--- src/rtl/alu_pkg.sv ---
// Shared types for the sequential ALU: op codes, flag bundle and FSM state encoding.
package alu_pkg;

   localparam int DATA_WIDTH_DEF = 32;
   localparam int OP_WIDTH_DEF   = 4;
   localparam int TAG_WIDTH_DEF  = 4;

   typedef logic [DATA_WIDTH_DEF-1:0] alu_data_t;

   typedef enum logic [3:0] {
      OP_ADD = 4'd0,
      OP_SUB = 4'd1,
      OP_AND = 4'd2,
      OP_OR  = 4'd3,
      OP_XOR = 4'd4,
      OP_LUI = 4'd5,
      OP_LLI = 4'd6,
      OP_SLL = 4'd7,
      OP_SRL = 4'd8,
      OP_SLA = 4'd9,
      OP_SRA = 4'd10,
      OP_MUL = 4'd11
   } alu_op_t;

   typedef struct packed {
      logic z;
      logic n;
      logic c;
      logic v;
   } alu_flags_t;

   typedef enum logic {
      ST_IDLE = 1'b0,
      ST_MUL  = 1'b1
   } alu_state_t;

endpackage

--- src/rtl/alu_mul_iter.sv ---
// Iterative unsigned shift-add multiplier, one multiplier bit per clock.
// The start cycle already retires the first bit, so the product is ready W-1 edges later.
module alu_mul_iter #(
   parameter int W = 32
) (
   input  logic           clk,
   input  logic           rst_n,
   input  logic           i_start,
   input  logic [W-1:0]   i_a,
   input  logic [W-1:0]   i_b,
   output logic           o_busy,
   output logic           o_done,
   output logic [2*W-1:0] o_product
);

   localparam int CW = $clog2(W);

   logic [2*W-1:0] r_prod;
   logic [W-1:0]   r_a;
   logic [CW-1:0]  r_cnt;
   logic           r_busy;

   // Upper half accumulates the multiplicand; lower half shifts the multiplier out.
   function automatic logic [2*W-1:0] f_step(input logic [2*W-1:0] p, input logic [W-1:0] a);
      logic [W:0] s;
      s = {1'b0, p[2*W-1:W]} + (p[0] ? {1'b0, a} : {(W+1){1'b0}});
      return {s, p[W-1:1]};
   endfunction

   always_ff @(posedge clk or negedge rst_n) begin
      if (!rst_n) begin
         r_prod <= '0;
         r_a    <= '0;
         r_cnt  <= '0;
         r_busy <= 1'b0;
      end else if (i_start) begin
         r_a    <= i_a;
         r_prod <= f_step({{W{1'b0}}, i_b}, i_a);
         r_cnt  <= CW'(W-1);
         r_busy <= 1'b1;
      end else if (r_busy) begin
         if (r_cnt == '0) begin
            r_busy <= 1'b0;
         end else begin
            r_prod <= f_step(r_prod, r_a);
            r_cnt  <= r_cnt - 1'b1;
         end
      end
   end

   assign o_busy    = r_busy;
   assign o_done    = r_busy && (r_cnt == '0);
   assign o_product = r_prod;

endmodule

--- src/rtl/alu_seq.sv ---
// Registered, valid/ready ALU with flags, tag passthrough and an iterative MUL.
//   state   | meaning
//   ST_IDLE | accepting requests; single-cycle ops resolve here
//   ST_MUL  | multiplier iterating, in_ready held low
module alu_seq
   import alu_pkg::*;
#(
   parameter int DATA_WIDTH = DATA_WIDTH_DEF,
   parameter int OP_WIDTH   = OP_WIDTH_DEF,
   parameter int TAG_WIDTH  = TAG_WIDTH_DEF
) (
   input  logic                  clk,
   input  logic                  rst_n,
   input  logic                  in_valid,
   output logic                  in_ready,
   input  logic [DATA_WIDTH-1:0] in_a,
   input  logic [DATA_WIDTH-1:0] in_b,
   input  logic [OP_WIDTH-1:0]   in_op,
   input  logic [TAG_WIDTH-1:0]  in_tag,
   output logic                  out_valid,
   input  logic                  out_ready,
   output logic [DATA_WIDTH-1:0] out_r,
   output logic [TAG_WIDTH-1:0]  out_tag,
   output logic                  out_z,
   output logic                  out_n,
   output logic                  out_c,
   output logic                  out_v,
   output logic                  out_err
);

   localparam int W   = DATA_WIDTH;
   localparam int H   = W / 2;
   localparam int SHW = $clog2(W);

   alu_state_t            r_state;
   alu_state_t            w_state_nxt;
   logic                  w_ready;
   logic                  w_accept;
   logic                  w_mul_start;
   logic                  w_mul_busy;
   logic                  w_mul_done;
   logic [2*W-1:0]        w_mul_prod;
   logic [TAG_WIDTH-1:0]  r_mul_tag;

   logic [W-1:0]          w_res;
   logic                  w_c;
   logic                  w_v;
   logic                  w_err;
   logic                  w_is_mul;
   alu_flags_t            w_flags;
   alu_flags_t            w_mul_flags;

   logic [SHW-1:0]        w_sh;
   logic [W:0]            w_add;
   logic [W:0]            w_sub;
   logic [W:0]            w_shl;
   logic [W:0]            w_srl;
   logic [W:0]            w_sra;

   logic                  r_out_valid;
   logic [W-1:0]          r_out_r;
   logic [TAG_WIDTH-1:0]  r_out_tag;
   alu_flags_t            r_out_flags;
   logic                  r_out_err;

   // Shifts carry one guard bit so the last bit shifted out lands in it.
   assign w_sh  = in_b[SHW-1:0];
   assign w_add = {1'b0, in_a} + {1'b0, in_b};
   assign w_sub = {1'b0, in_a} + {1'b0, ~in_b} + (W+1)'(1);
   assign w_shl = {1'b0, in_a} << w_sh;
   assign w_srl = {in_a, 1'b0} >> w_sh;
   assign w_sra = $unsigned($signed({in_a, 1'b0}) >>> w_sh);

   always_comb begin
      w_res    = '0;
      w_c      = 1'b0;
      w_v      = 1'b0;
      w_err    = 1'b0;
      w_is_mul = 1'b0;
      case (in_op)
         OP_WIDTH'(OP_ADD): begin
            w_res = w_add[W-1:0];
            w_c   = w_add[W];
            w_v   = (in_a[W-1] == in_b[W-1]) && (w_add[W-1] != in_a[W-1]);
         end
         OP_WIDTH'(OP_SUB): begin
            w_res = w_sub[W-1:0];
            w_c   = w_sub[W];
            w_v   = (in_a[W-1] != in_b[W-1]) && (w_sub[W-1] != in_a[W-1]);
         end
         OP_WIDTH'(OP_AND): w_res = in_a & in_b;
         OP_WIDTH'(OP_OR):  w_res = in_a | in_b;
         OP_WIDTH'(OP_XOR): w_res = in_a ^ in_b;
         OP_WIDTH'(OP_LUI): w_res = {in_b[H-1:0], {H{1'b0}}};
         OP_WIDTH'(OP_LLI): w_res = {{H{1'b0}}, in_b[H-1:0]};
         OP_WIDTH'(OP_SLL), OP_WIDTH'(OP_SLA): begin
            w_res = w_shl[W-1:0];
            w_c   = w_shl[W];
         end
         OP_WIDTH'(OP_SRL): begin
            w_res = w_srl[W:1];
            w_c   = w_srl[0];
         end
         OP_WIDTH'(OP_SRA): begin
            w_res = w_sra[W:1];
            w_c   = w_sra[0];
         end
         OP_WIDTH'(OP_MUL): w_is_mul = 1'b1;
         default:           w_err    = 1'b1;
      endcase
      // Illegal ops report only err; z is suppressed along with the other flags.
      w_flags.z = !w_err && (w_res == '0);
      w_flags.n = w_res[W-1];
      w_flags.c = w_c;
      w_flags.v = w_v;
   end

   always_comb begin
      w_mul_flags.z = (w_mul_prod[W-1:0] == '0);
      w_mul_flags.n = w_mul_prod[W-1];
      w_mul_flags.c = |w_mul_prod[2*W-1:W];
      w_mul_flags.v = |w_mul_prod[2*W-1:W];
   end

   alu_mul_iter #(.W(W)) u_mul (
      .clk       (clk),
      .rst_n     (rst_n),
      .i_start   (w_mul_start),
      .i_a       (in_a),
      .i_b       (in_b),
      .o_busy    (w_mul_busy),
      .o_done    (w_mul_done),
      .o_product (w_mul_prod)
   );

   always_ff @(posedge clk or negedge rst_n) begin
      if (!rst_n) r_state <= ST_IDLE;
      else        r_state <= w_state_nxt;
   end

   always_comb begin
      w_state_nxt = r_state;
      case (r_state)
         ST_IDLE: if (w_mul_start) w_state_nxt = ST_MUL;
         ST_MUL:  if (w_mul_done)  w_state_nxt = ST_IDLE;
         default: w_state_nxt = ST_IDLE;
      endcase
   end

   always_comb begin
      w_ready     = rst_n && (r_state == ST_IDLE) && !w_mul_busy && (!r_out_valid || out_ready);
      w_accept    = in_valid && w_ready;
      w_mul_start = w_accept && w_is_mul;
   end

   assign in_ready = w_ready;

   always_ff @(posedge clk or negedge rst_n) begin
      if (!rst_n) begin
         r_out_valid <= 1'b0;
         r_out_r     <= '0;
         r_out_tag   <= '0;
         r_out_flags <= '0;
         r_out_err   <= 1'b0;
         r_mul_tag   <= '0;
      end else if (w_accept) begin
         if (w_is_mul) begin
            r_out_valid <= 1'b0;
            r_mul_tag   <= in_tag;
         end else begin
            r_out_valid <= 1'b1;
            r_out_r     <= w_res;
            r_out_tag   <= in_tag;
            r_out_flags <= w_flags;
            r_out_err   <= w_err;
         end
      end else if ((r_state == ST_MUL) && w_mul_done) begin
         r_out_valid <= 1'b1;
         r_out_r     <= w_mul_prod[W-1:0];
         r_out_tag   <= r_mul_tag;
         r_out_flags <= w_mul_flags;
         r_out_err   <= 1'b0;
      end else if (out_ready) begin
         r_out_valid <= 1'b0;
      end
   end

   assign out_valid = r_out_valid;
   assign out_r     = r_out_r;
   assign out_tag   = r_out_tag;
   assign out_z     = r_out_flags.z;
   assign out_n     = r_out_flags.n;
   assign out_c     = r_out_flags.c;
   assign out_v     = r_out_flags.v;
   assign out_err   = r_out_err;

endmodule

--- config.mk ---
export PLATFORM = sky130hd
export DESIGN_NAME = alu_seq
export DESIGN_NICKNAME = d
export VERILOG_FILES = /design/src/rtl/alu_pkg.sv /design/src/rtl/alu_mul_iter.sv /design/src/rtl/alu_seq.sv
export SDC_FILE = /design/constraint.sdc
export NUM_CORES = 1
export LEC_CHECK = 0
export ABC_AREA = 0
export CORE_MARGIN = 5
export CORE_UTILIZATION = 50
export DETAILED_ROUTE_END_ITERATION = 12
export PLACE_DENSITY = 0.73
export SLEW_MARGIN = 20
export SYNTH_ARGS = -nofsm -noshare
export SYNTH_HDL_FRONTEND = slang
export SYNTH_SLANG_ARGS = --single-unit
--- constraint.sdc ---
create_clock -name clk -period 7.75 [get_ports clk]
set_input_delay 1.55 -clock clk [delete_from_list [all_inputs] [get_ports clk]]
set_output_delay 1.55 -clock clk [all_outputs]
set_load 0.02 [all_outputs]
==> results.yml <==
run_status:
  status: "finished, final reports clean"
critical_path:
  required_ps: 8120
  path_max_fanout: 66
  r2r_slack_ps: 2990
  cp_data_arrival_time_ps: 6760
  worstSetupPathType: "primary input to register"
  reg2regPathDepth: 16
  critPathLaunchType: "primary input"
  r2r_end: "u_mul.o_product[61]$_DFFE_PN0P_"
  rr_startpoint: "u_mul.o_product[0]$_DFFE_PN0P_"
  end_kind: "register"
logic_synthesis:
  yosysTopAreaCell: "dfrtp_1"
  synth_cell_types: 97
  synth-edff-count: 0
  synth_most_common_cell: "nand2_1"
  ys.warnings.count: 0
  ys.flop_type: "dfrtp_1"
  synth_area_leaders: "dfrtp_1 21%, ha_1 9.9%, mux4_2 7.9%, nand2_1 5.9%, o21ai_0 4.6%"
  async_reset_ff_share_pct: 100
  synthesis.area_um2: 17800
  synth_common_cells: "278 x nand2_1, 215 x nor2_1, 165 x o21ai_0"
  synth_top_area_share_pct: 20.8
  ys_ff_latch: 148
  synth-seq-area-share_pct: 20.8
  avgSynthCellArea_um2: 7.86
  synth_nets: 2479
  syn_inst: 2260
global_routing:
  grt_pass1_wl_um: 120000
  grt_pass1_vias: 18500
  grt_max_degree: 81
  antenna_found_initial: 3
  grtUsageTotal_pct: 40.2
  grt-ovfl-total: 0
sta:
  setup-tns-final_ps: 0
  grt_setup_unrepaired: "no"
  slew_headroom_pct: 26.7
  slew_viol_final: 0
  final_hold_viol_count: 0
  finalSetupViolations: 0
  fmax_mhz: 157
  worstMarginPinSlew_ps: 1100
  fin_crit_sh_pct: 82.4
  skew_ps: 16.7
  min_period_ps: 6390
floorplanning:
  fp.dieH_um: 198
  start_util_pct: 50.3
  num_rows: 69
  core_um2: 35300
  io_pins: 119
  fp.dieArea_um2: 39400
  die_x_um: 198
clock_tree:
  cts_sinks: 148
  h-tree-depth: 4
  cts_tree: "built"
  cts-buffers-inserted: 17
  clockBufferDepth: 2
  root_buffer: "clkbuf_16"
  clk_pin_slew_worst_paths_ps: 60
  cts_repair_resize_count: 0
  ctsHoldBuffers: 0
  postCtsSetupRepairBufs: 0
  worstSkewPairLatency_ps: 460
finish:
  postLayoutCoreUtil_pct: 56.2
  syn_to_final_growth_pct: 11.6
  multiInputGateArea_um2: 13000
  instances_no_fill: 2757
  fill_cells: 3335
  design_area_um2: 19800
  layout.nets: 2502
  drive_gt1_share_pct: 9.10
  seqCellArea_um2: 3700
  num_antenna_cells: 0
power_and_ir_drop:
  leakage_nw: 8.34
  worst_ir_drop_vdd_mv: 0.341
  powerDensity_nw_per_um2: 216
routing:
  finalWirelength_um: 81400
  wire_per_inst_um: 29.5
  first_pass_iters: 7
  drc: 0
  drtIter0Drc: 2694
  via_per_inst: 7.17
  ant_nets: 0
  via_count: 19800
worst_hold_path:
  min_to: "out_r[1]$_DFFE_PN0P_"
  min_from: "out_r[1]$_DFFE_PN0P_"
  hold_path.class: "register to register"
  worstHoldPathCells: 2
placed_design:
  dp_cells: 2724
  gp_congestion: 1.10
  hpwl_um: 62400
  dpl_cell_area_um2: 19200
  portBuffers: 118
flow_run:
  drv_cap: 0
[cells in the final DEF (no fill, tap or decap), types with 8 or more instances in the layout]
| cell | count |
|---|---|
| nand2b_1 | 20 |
| mux2i_1 | 48 |
| nor2b_1 | 13 |
| o21bai_1 | 11 |
| o221ai_1 | 12 |
| nand3_1 | 46 |
| buf_4 | 49 |
| a22oi_1 | 58 |
| o32ai_1 | 8 |
| and2_1 | 35 |
| o2111ai_1 | 9 |
| nand2_1 | 278 |
| nor4_1 | 29 |
| clkbuf_16 | 17 |
| o21a_1 | 17 |
| a221oi_1 | 36 |
| a31oi_1 | 20 |
| mux2_2 | 10 |
| o21ai_0 | 165 |
| ha_1 | 140 |
| xor2_1 | 16 |
| o211ai_1 | 37 |
| inv_1 | 110 |
| o22ai_1 | 16 |
| mux4_2 | 62 |
| and3_1 | 12 |
| nor2_1 | 213 |
| a221o_1 | 14 |
| dfrtp_1 | 148 |
| nand4_1 | 13 |
| xnor2_1 | 19 |
| a2111oi_0 | 10 |
| o31ai_1 | 13 |
| clkdlybuf4s50_1 | 111 |
| nor3_1 | 52 |
| a21oi_1 | 144 |
| or3_1 | 18 |
| a211oi_1 | 35 |
| o221a_2 | 8 |
| a21o_1 | 31 |
[critical path, stage by stage]
cell and delay, ps:
buf_4 730, clkinv_1 420, buf_4 350, ha_1 240, nor2b_1 190, mux2_4 350
nand2_1 70, a21oi_1 120, nor4_1 300, a31oi_1 220, a2111oi_1 1000, nand3_1 180
or4_1 520, nor4_2 250, nand4_1 120, o21ai_1 140
[per-stage QoR]
step | hold WS [ps] | power (W) | worst slack, ps
6_report | 475 | 0.00429 | 1360
5_1_grt | 496 | 0.00452 | 1190
4_1_cts | 479 | 0.00423 | 1250
3_5_place_dp | 463 | 0.00341 | 798
3_3_place_gp | 457 | 0.00336 | 753
2_1_floorplan | 442 | 0.00259 | 1920
[worst max path at each step]
stage          startpoint                 to  slack (ps)  cells after the start
5_1_grt           in_b[0]  out_z$_DFFE_PN0P_        1190                     16
2_1_floorplan     in_b[2]  out_z$_DFFE_PN0P_        1920                     17
4_1_cts           in_b[0]  out_z$_DFFE_PN0P_        1250                     16
3_3_place_gp      in_b[0]  out_z$_DFFE_PN0P_         750                     16
3_5_place_dp      in_b[0]  out_z$_DFFE_PN0P_         800                     16
6_report          in_b[0]  out_z$_DFFE_PN0P_        1360                     16
[flip-flops by register name, summed over array words and instances, names as in the netlist, 4 cells and up]
signal and cells:
u_mul.o_product 64, out_r 32, u_mul.r_a 32, u_mul.r_cnt 5, out_tag 4, r_mul_tag 4
[cell type report]
| cell class | instances | area share [%] |
|---|---|---|
| Clock inverter | 13 | 0.580 |
| Sequential cell | 148 | 18.7 |
| Inverter | 117 | 2.21 |
| Clock buffer | 19 | 2.28 |
| Multi-Input combinational cell | 1832 | 65.6 |
| Tap cell | 461 | 2.91 |
| Timing Repair Buffer | 167 | 7.74 |
[cells by family (layout without fill, tap and decap cells)]
| kind of cell | count (synthesis) | after routing | synth area share [%] |
|---|---|---|---|
| simple gates | 785 | 785 | 20.7 |
| compound gates | 746 | 746 | 28.8 |
| buf+inv | 280 | 316 | 6.37 |
| fa+ha+maj | 143 | 143 | 10.2 |
| mux | 123 | 123 | 11.4 |
| xor+xnor | 35 | 35 | 1.73 |
| flops | 148 | 148 | 20.8 |
[layer usage]
metal  wire length (µm)  global-route usage, %
met1              32200                   54.6
met2              35000                   60.4
met3               8960                   8.98
met4               5270                   20.9
met5                 24                      0
[power by group]
group	switching, W	leakage (nW)	internal (W)
Sequential	0.000234	1.88	0.00104
Clock	0.000381	0.271	0.000437
Combinational	0.00135	6.20	0.000847
Total	0.00197	8.34	0.00232
Note: power is estimated with default switching activity, not from simulation.
